[src/rtl/alu_mdu_if.sv]
// Handshake bundle for alu_mdu: operation request channel and result channel.
interface alu_mdu_if #(
    parameter int XLEN  = 32,
    parameter int TAG_W = 5
);
    logic             in_valid;
    logic             in_ready;
    logic [5:0]       alu_op;
    logic [XLEN-1:0]  data_in_1;
    logic [XLEN-1:0]  data_in_2;
    logic [TAG_W-1:0] in_tag;
    logic             out_valid;
    logic             out_ready;
    logic [XLEN-1:0]  data_out;
    logic [TAG_W-1:0] out_tag;
    logic             illegal_op;

    modport master (
        output in_valid, alu_op, data_in_1, data_in_2, in_tag, out_ready,
        input  in_ready, out_valid, data_out, out_tag, illegal_op
    );

    modport slave (
        input  in_valid, alu_op, data_in_1, data_in_2, in_tag, out_ready,
        output in_ready, out_valid, data_out, out_tag, illegal_op
    );
endinterface

[src/rtl/alu_mdu.sv]
// EX-stage execute unit: single-cycle integer ALU plus iterative RV32M/RV64M
// multiply/divide (shift-add and restoring divide) behind a valid/ready handshake.
module alu_mdu #(
    parameter int XLEN  = 32,
    parameter int TAG_W = 5
) (
    input logic        clock,
    input logic        reset,
    input logic        flush,
    alu_mdu_if.slave   bus
);
    localparam int SH_W  = $clog2(XLEN);
    localparam int CNT_W = $clog2(XLEN) + 1;

    typedef enum logic [1:0] {IDLE, BUSY, DONE} state_t;

    state_t           state, state_nx;
    logic [CNT_W-1:0] cnt;
    logic [XLEN-1:0]  hi, lo, opb;
    logic             md_div, md_sel_hi, md_neg;
    logic [TAG_W-1:0] tag_hold;
    logic [XLEN-1:0]  data_q;
    logic [TAG_W-1:0] tag_q;
    logic             ill_q;

    logic [5:0]       op;
    logic [XLEN-1:0]  a, b, a_mag, b_mag;
    logic [SH_W-1:0]  shamt;
    logic             is_mul, is_div, is_illegal;
    logic             signed_a, signed_b, a_neg, b_neg;
    logic             div_zero, div_ovf, go_busy;
    logic             in_ready, accept;
    logic             neg_nx, sel_hi_nx;
    logic [XLEN-1:0]  fast_res;

    assign op    = bus.alu_op;
    assign a     = bus.data_in_1;
    assign b     = bus.data_in_2;
    assign shamt = b[SH_W-1:0];
    assign a_neg = a[XLEN-1];
    assign b_neg = b[XLEN-1];

    always_comb begin
        is_mul     = (op >= 6'd19) && (op <= 6'd22);
        is_div     = (op >= 6'd23) && (op <= 6'd26);
        is_illegal = (op >= 6'd27);
        signed_a   = (op == 6'd20) || (op == 6'd21) || (op == 6'd23) || (op == 6'd25);
        signed_b   = (op == 6'd20) || (op == 6'd23) || (op == 6'd25);
        a_mag      = (signed_a && a_neg) ? -a : a;
        b_mag      = (signed_b && b_neg) ? -b : b;
        div_zero   = is_div && (b == '0);
        div_ovf    = ((op == 6'd23) || (op == 6'd25)) &&
                     (a == {1'b1, {(XLEN-1){1'b0}}}) && (b == '1);
        go_busy    = (is_mul || is_div) && !div_zero && !div_ovf;
        // REM follows the dividend's sign; quotient and products follow the XOR of signs
        neg_nx     = (op == 6'd25) ? a_neg : ((signed_a & a_neg) ^ (signed_b & b_neg));
        sel_hi_nx  = (op == 6'd20) || (op == 6'd21) || (op == 6'd22) ||
                     (op == 6'd25) || (op == 6'd26);
    end

    assign in_ready = !flush && ((state == IDLE) || ((state == DONE) && bus.out_ready));
    assign accept   = bus.in_valid && in_ready;

    always_comb begin
        fast_res = '0;
        case (op)
            6'd0, 6'd10:  fast_res = a + b;
            6'd1:         fast_res = a - b;
            6'd2, 6'd11:  fast_res = a ^ b;
            6'd3, 6'd12:  fast_res = a | b;
            6'd4, 6'd13:  fast_res = a & b;
            6'd5, 6'd14:  fast_res = a << shamt;
            6'd6, 6'd15:  fast_res = a >> shamt;
            6'd7, 6'd16:  fast_res = $signed(a) >>> shamt;
            6'd8, 6'd17:  fast_res = {{(XLEN-1){1'b0}}, ($signed(a) < $signed(b))};
            6'd9, 6'd18:  fast_res = {{(XLEN-1){1'b0}}, (a < b)};
            6'd23, 6'd24: fast_res = div_zero ? '1 : a;
            6'd25, 6'd26: fast_res = div_zero ? a : '0;
            default:      fast_res = '0;
        endcase
    end

    // One iteration step: hi/lo form the product (mul) or remainder/quotient (div)
    logic [XLEN:0]     mul_sum, div_shift, div_diff;
    logic [XLEN-1:0]   step_hi, step_lo, div_sel, div_res, mul_res, mdu_res;
    logic [2*XLEN-1:0] full_neg;

    always_comb begin
        mul_sum   = {1'b0, hi} + (lo[0] ? {1'b0, opb} : '0);
        div_shift = {hi, lo[XLEN-1]};
        div_diff  = div_shift - {1'b0, opb};
        if (md_div) begin
            step_hi = div_diff[XLEN] ? div_shift[XLEN-1:0] : div_diff[XLEN-1:0];
            step_lo = {lo[XLEN-2:0], ~div_diff[XLEN]};
        end else begin
            step_hi = mul_sum[XLEN:1];
            step_lo = {mul_sum[0], lo[XLEN-1:1]};
        end
        full_neg = -{step_hi, step_lo};
        mul_res  = md_sel_hi ? (md_neg ? full_neg[2*XLEN-1:XLEN] : step_hi)
                             : (md_neg ? full_neg[XLEN-1:0]      : step_lo);
        div_sel  = md_sel_hi ? step_hi : step_lo;
        div_res  = md_neg ? -div_sel : div_sel;
        mdu_res  = md_div ? div_res : mul_res;
    end

    always_comb begin
        state_nx = state;
        case (state)
            IDLE: if (accept) state_nx = go_busy ? BUSY : DONE;
            BUSY: if (cnt == CNT_W'(1)) state_nx = DONE;
            DONE: begin
                if (accept)             state_nx = go_busy ? BUSY : DONE;
                else if (bus.out_ready) state_nx = IDLE;
            end
            default: state_nx = IDLE;
        endcase
        if (flush) state_nx = IDLE;
    end

    always_ff @(posedge clock) begin
        if (reset) state <= IDLE;
        else       state <= state_nx;
    end

    always_ff @(posedge clock) begin
        if (reset) begin
            cnt       <= '0;
            hi        <= '0;
            lo        <= '0;
            opb       <= '0;
            md_div    <= 1'b0;
            md_sel_hi <= 1'b0;
            md_neg    <= 1'b0;
            tag_hold  <= '0;
            data_q    <= '0;
            tag_q     <= '0;
            ill_q     <= 1'b0;
        end else if (accept) begin
            if (go_busy) begin
                hi        <= '0;
                lo        <= is_div ? a_mag : b_mag;
                opb       <= is_div ? b_mag : a_mag;
                md_div    <= is_div;
                md_sel_hi <= sel_hi_nx;
                md_neg    <= neg_nx;
                cnt       <= CNT_W'(XLEN);
                tag_hold  <= bus.in_tag;
            end else begin
                data_q <= fast_res;
                tag_q  <= bus.in_tag;
                ill_q  <= is_illegal;
            end
        end else if (flush) begin
            cnt <= '0;
        end else if (state == BUSY) begin
            hi  <= step_hi;
            lo  <= step_lo;
            cnt <= cnt - CNT_W'(1);
            if (cnt == CNT_W'(1)) begin
                data_q <= mdu_res;
                tag_q  <= tag_hold;
                ill_q  <= 1'b0;
            end
        end
    end

    assign bus.in_ready   = in_ready;
    assign bus.out_valid  = (state == DONE);
    assign bus.data_out   = data_q;
    assign bus.out_tag    = tag_q;
    assign bus.illegal_op = ill_q;
endmodule
[src/flat_wrapper.sv]
// flat-port wrapper written by rule: the top's interface ports become plain ports
module alu_mdu_flat 
#(
    parameter int XLEN  = 32,
    parameter int TAG_W = 5
)
  (clock, reset, flush, bus_in_valid, bus_alu_op, bus_data_in_1, bus_data_in_2, bus_in_tag, bus_out_ready, bus_in_ready, bus_out_valid, bus_data_out, bus_out_tag, bus_illegal_op);
  alu_mdu_if #(.XLEN(XLEN), .TAG_W(TAG_W)) bus_i ();
  input logic clock;
  input logic reset;
  input logic flush;
  input wire logic [$bits(bus_i.in_valid)-1:0] bus_in_valid;
  input wire logic [$bits(bus_i.alu_op)-1:0] bus_alu_op;
  input wire logic [$bits(bus_i.data_in_1)-1:0] bus_data_in_1;
  input wire logic [$bits(bus_i.data_in_2)-1:0] bus_data_in_2;
  input wire logic [$bits(bus_i.in_tag)-1:0] bus_in_tag;
  input wire logic [$bits(bus_i.out_ready)-1:0] bus_out_ready;
  output wire logic [$bits(bus_i.in_ready)-1:0] bus_in_ready;
  output wire logic [$bits(bus_i.out_valid)-1:0] bus_out_valid;
  output wire logic [$bits(bus_i.data_out)-1:0] bus_data_out;
  output wire logic [$bits(bus_i.out_tag)-1:0] bus_out_tag;
  output wire logic [$bits(bus_i.illegal_op)-1:0] bus_illegal_op;
  assign bus_i.in_valid = bus_in_valid;
  assign bus_i.alu_op = bus_alu_op;
  assign bus_i.data_in_1 = bus_data_in_1;
  assign bus_i.data_in_2 = bus_data_in_2;
  assign bus_i.in_tag = bus_in_tag;
  assign bus_i.out_ready = bus_out_ready;
  assign bus_in_ready = bus_i.in_ready;
  assign bus_out_valid = bus_i.out_valid;
  assign bus_data_out = bus_i.data_out;
  assign bus_out_tag = bus_i.out_tag;
  assign bus_illegal_op = bus_i.illegal_op;
  alu_mdu #(.XLEN(XLEN), .TAG_W(TAG_W)) u_core (.clock(clock), .reset(reset), .flush(flush), .bus(bus_i));
endmodule
[config.mk]
export PLATFORM = sky130hd
export DESIGN_NAME = alu_mdu_flat
export DESIGN_NICKNAME = d
export VERILOG_FILES = /design/src/rtl/alu_mdu_if.sv /design/src/rtl/alu_mdu.sv /design/src/flat_wrapper.sv
export SDC_FILE = /design/constraint.sdc
export NUM_CORES = 1
export LEC_CHECK = 0
export CELL_PAD_IN_SITES_DETAIL_PLACEMENT = 1
export CELL_PAD_IN_SITES_GLOBAL_PLACEMENT = 2
export CORE_ASPECT_RATIO = 0.9
export CORE_UTILIZATION = 36
export DETAILED_ROUTE_END_ITERATION = 16
export GPL_TIMING_DRIVEN = 0
export PLACE_DENSITY = 0.89
export SETUP_SLACK_MARGIN = 0.5
export SLEW_MARGIN = 40
export SYNTH_ARGS = -nofsm -noshare
export SYNTH_HDL_FRONTEND = slang
export SYNTH_SLANG_ARGS = --single-unit
[constraint.sdc]
create_clock -name clock -period 8.5 [get_ports clock]
set_clock_uncertainty 0.1 [all_clocks]
set_input_delay 1.7 -clock clock [delete_from_list [all_inputs] [get_ports clock]]
set_output_delay 1.7 -clock clock [all_outputs]
set_load 0.1 [all_outputs]
==> metrics.log <==
INFO  metric run_status = finished clean
INFO  metric final_period_util = 94.9%
INFO  metric yosys_most_used_dff = sky130_fd_sc_hd__dfxtp_1
INFO  metric areaGrowthSynthToFinish = 12.9%
INFO  metric wire_length_of_the_first_global_routing_pass = 236 mm
INFO  metric route.detailed.wl_per_inst = 35.0 um
INFO  metric clk_pin_slew_worst_paths = 80 ps
INFO  metric synth_enable_flop_cells = 0
INFO  metric max-slew-margin-rel = 33.6%
INFO  metric clk_root_buffer_cell = sky130_fd_sc_hd__clkbuf_16
INFO  metric worst_pin_slew = 995 ps
INFO  metric finalNetCount = 4166
INFO  metric slowest_stage = sky130_fd_sc_hd__clkdlybuf4s50_1
INFO  metric worstHoldPathType = register to register
INFO  metric commonest_cells_after_routing_fill_and_taps_aside = sky130_fd_sc_hd__nor2_1, sky130_fd_sc_hd__nand2_1, sky130_fd_sc_hd__a21oi_1
INFO  metric totalNegativeSetupSlack = 0 ps
INFO  metric area_of_the_die = 0.0711 sq mm
INFO  metric ctsHoldBuffers = 0
INFO  metric peakVddDrop = 0.0979 mV
INFO  metric critPathKind = input pin to register
INFO  metric arrival = 8290 ps
INFO  metric fp.coreArea = 0.0689 sq mm
INFO  metric design_power_total = 0.00294 W
INFO  metric dr.max_layer_used = met5
INFO  metric most_common_library_cell_in_the_layout_ignoring_fill_and_taps = sky130_fd_sc_hd__nor2_1
INFO  metric clock_insertion_delay_worst_skew = 490 ps
INFO  metric initial_antenna_violation_count = 9
INFO  metric overflow = 0
INFO  metric met3_length = 26.9 mm
INFO  metric final_hold_viol_count = 0
INFO  metric initial_core_util = 36.6%
INFO  metric post_route_cells_drive_above_1_share = 7.92%
INFO  metric drtAntennaViolNets = 0
INFO  metric via_count = 34100
INFO  metric drc_errors = 0
INFO  metric leakagePower = 11.1 nW
INFO  metric placement_rows = 91
INFO  metric cp_cell_sequence = clkdlybuf4s50_1, clkinvlp_4, clkbuf_2, clkbuf_1, ha_1, inv_1, o21ai_0, a211oi_1, o2bb2ai_1, o211ai_1, nand3_1, a311o_1, a221oi_1, nand2b_1, a31oi_1, o21ai_0, a21boi_0, a31oi_1
INFO  metric ys_seq_elements = 150
INFO  metric wl = 170 mm
INFO  metric first_global_vias = 30900
INFO  metric post_synth_inst_count = 3768
INFO  metric synthesis.area = 0.0252 sq mm
INFO  metric worstSetupStartpointType = input pin
INFO  metric yosys_cell_types = 105
INFO  metric met1Wirelength = 73.2 mm
INFO  metric grt.total_usage = 46.4%
INFO  metric setup_viol_count_final = 0
INFO  metric dieHeight = 253 um
INFO  metric finalWorstPathRequiredPeriod = 8060 ps
INFO  metric cp.buffers_inverters = 5
INFO  metric pre_repair_dr_iteration_count = 6
INFO  metric timing.hold.worst.start = u_core.tag_hold[1]$_SDFFE_PP0P_
INFO  metric cp_data_required_time = 8730 ps
INFO  metric synthesis.area_per_instance = 6.69 sq um
INFO  metric path_max_fanout = 11
INFO  metric dp.final_hpwl = 140 mm
INFO  metric critPathCaptureType = register
INFO  metric ios = 120
INFO  metric synthesis.nets = 4020
INFO  metric clock_tree_from_tritoncts = built
INFO  metric timing.final.max_slew_violations = 0
INFO  metric max_stage_delay = 950 ps
INFO  metric ys_async_sr_fraction = 0%
INFO  metric grt_start_max_net_pins = 18
INFO  metric numPortBuffers = 117
INFO  metric die_w = 281 um
INFO  metric crit_family = compound AO/OA/AOI/OAI gates
INFO  metric fillers = 8953
INFO  metric synth_sequential_area_ratio = 11.9%
INFO  metric synth_warnings = 0
INFO  metric drv.max_cap_violation_count = 0
INFO  metric worst_r2r_startpoint = u_core.opb[27]$_SDFFE_PP0P_
INFO  metric max_freq = 0.124 GHz
INFO  metric gp_congestion = 1.12
INFO  metric numClockSinks = 150
INFO  metric clock_tree.buffer_depth = 2
INFO  metric detail_route.iter0.violations = 5838
INFO  metric power_density = 103 mW/mm^2
INFO  metric startpoint = bus_data_in_2[4]
INFO  metric finalCoreUtilization = 41.3%
INFO  metric met2_wirelength = 63.4 mm
INFO  metric number_of_buffers_created_by_cts = 17
INFO  metric setup_repair_after_global_routing_missed_its_margin = true
INFO  metric post_drt_via_cell_ratio = 7.01
INFO  metric hold_slack = 364 ps
INFO  metric ctsHtreeMaxLevel = 4
==> per-layer routing <==
metal | vias to the layer above | track usage (%)
met5 | - | 0
met4 | 10 | 14.0
met1 | 16900 | 67.1
met3 | 350 | 18.5
met2 | 2605 | 61.0
li1 | 14200 | -
==> cell families after synthesis <==
family                   share of synthesized area [%]
AO/OA/AOI/OAI                                     34.2
XOR/XNOR                                          5.56
adder cells (fa/ha/maj)                           8.65
buffers and inverters                             7.08
flip-flops                                        11.9
multiplexers                                      7.49
AND/OR/NAND/NOR                                   25.1
==> repair_timing <==
item,CTS,global route
endpoints found under the setup margin,31,60
pin swaps,1,0
buffers inserted,1,0
resized for setup,17,27
==> flip-flops by register name (all words and copies together) (netlist names) <==
register               flops
u_core.md_sel_hi           1
u_core.md_neg              1
u_core.bus.data_out       32
u_core.lo                 32
u_core.state               2
u_core.hi                 32
u_core.cnt                 6
u_core.bus.out_tag         5
u_core.tag_hold            5
u_core.opb                32
u_core.md_div              1
u_core.bus.illegal_op      1
==> cell usage after synthesis, types with 13 or more instances <==
cell	count	area, sq um
sky130_fd_sc_hd__a221oi_1	24	210
sky130_fd_sc_hd__dfxtp_1	150	3000
sky130_fd_sc_hd__a41oi_1	15	131
sky130_fd_sc_hd__o221ai_1	23	201
sky130_fd_sc_hd__a311oi_1	28	245
sky130_fd_sc_hd__nor2b_1	19	119
sky130_fd_sc_hd__a221o_1	19	190
sky130_fd_sc_hd__o21bai_1	22	165
sky130_fd_sc_hd__mux4_2	26	586
sky130_fd_sc_hd__or3_1	26	163
sky130_fd_sc_hd__a21oi_1	341	1710
sky130_fd_sc_hd__o22ai_1	27	169
sky130_fd_sc_hd__and2_1	55	344
sky130_fd_sc_hd__mux2_2	18	203
sky130_fd_sc_hd__o2111ai_1	15	131
sky130_fd_sc_hd__a31oi_1	39	244
sky130_fd_sc_hd__nand2b_1	32	200
sky130_fd_sc_hd__a21o_1	45	338
sky130_fd_sc_hd__a211oi_1	96	721
sky130_fd_sc_hd__nand3_1	97	485
sky130_fd_sc_hd__ha_1	168	2100
sky130_fd_sc_hd__a211o_1	16	140
sky130_fd_sc_hd__o21a_1	24	180
sky130_fd_sc_hd__nor3_1	104	521
sky130_fd_sc_hd__o21ai_0	269	1350
sky130_fd_sc_hd__o211ai_1	49	368
sky130_fd_sc_hd__nand2_1	416	1560
sky130_fd_sc_hd__clkbuf_1	249	935
sky130_fd_sc_hd__nor4_1	28	175
sky130_fd_sc_hd__nor2_1	469	1760
sky130_fd_sc_hd__a22oi_1	47	353
sky130_fd_sc_hd__xor2_1	37	324
sky130_fd_sc_hd__inv_1	153	574
sky130_fd_sc_hd__buf_2	13	65.1
sky130_fd_sc_hd__a2111oi_0	16	140
sky130_fd_sc_hd__o31ai_1	40	300
sky130_fd_sc_hd__or4_1	13	97.6
sky130_fd_sc_hd__buf_1	26	97.6
sky130_fd_sc_hd__mux2i_1	110	1100
sky130_fd_sc_hd__nand4_1	47	294
sky130_fd_sc_hd__and3_1	19	119
sky130_fd_sc_hd__xnor2_1	123	1080
==> final timing paths <==
path	end	slack, ps	cells past startpoint
setup / recovery	u_core.bus.data_out[30]$_SDFFE_PP0P_	440	18
hold / removal	u_core.tag_hold[1]$_SDFFE_PP0P_	360	2
setup reg to reg	u_core.bus.data_out[16]$_SDFFE_PP0P_	540	22
hold reg to reg	u_core.tag_hold[1]$_SDFFE_PP0P_	360	2
==> final cells by class <==
cell class | count | area [sq um] | area share [%]
Clock inverter | 15 | 183 | 0.642
Inverter | 158 | 604 | 2.12
Clock buffer | 17 | 425 | 1.49
Timing Repair Buffer | 127 | 1040 | 3.65
Buffer | 297 | 1250 | 4.40
Tap cell | 930 | 1160 | 4.09
Sequential cell | 150 | 3000 | 10.5
Antenna cell | 1 | 2.50 | 0.00879
Multi-Input combinational cell | 3163 | 20800 | 73.0
==> worst min-delay path, delay by kind of cell, from the launching register on <==
kind,cells,cell delay (ps)
flip-flops,1,320
AO/OA/AOI/OAI,1,50
AND/OR/NAND/NOR,1,50
==> where the power goes <==
group | total (W) | internal (W) | switching [W]
Sequential | 0.000731 | 0.000714 | 0.0000170
Clock | 0.000846 | 0.000424 | 0.000422
Combinational | 0.00136 | 0.000376 | 0.000988
Total | 0.00294 | 0.00151 | 0.00143
==> through the flow <==
step	setup WS, ps	cell area [sq um]	cells
6_report	436	28500	4858
3_5_place_dp	-1410	27700	4823
3_3_place_gp	-2130	27600	4815
2_1_floorplan	1860	25200	3768
4_1_cts	496	28300	4856
5_1_grt	489	28500	4857
Note: power is estimated with default switching activity, not from simulation.
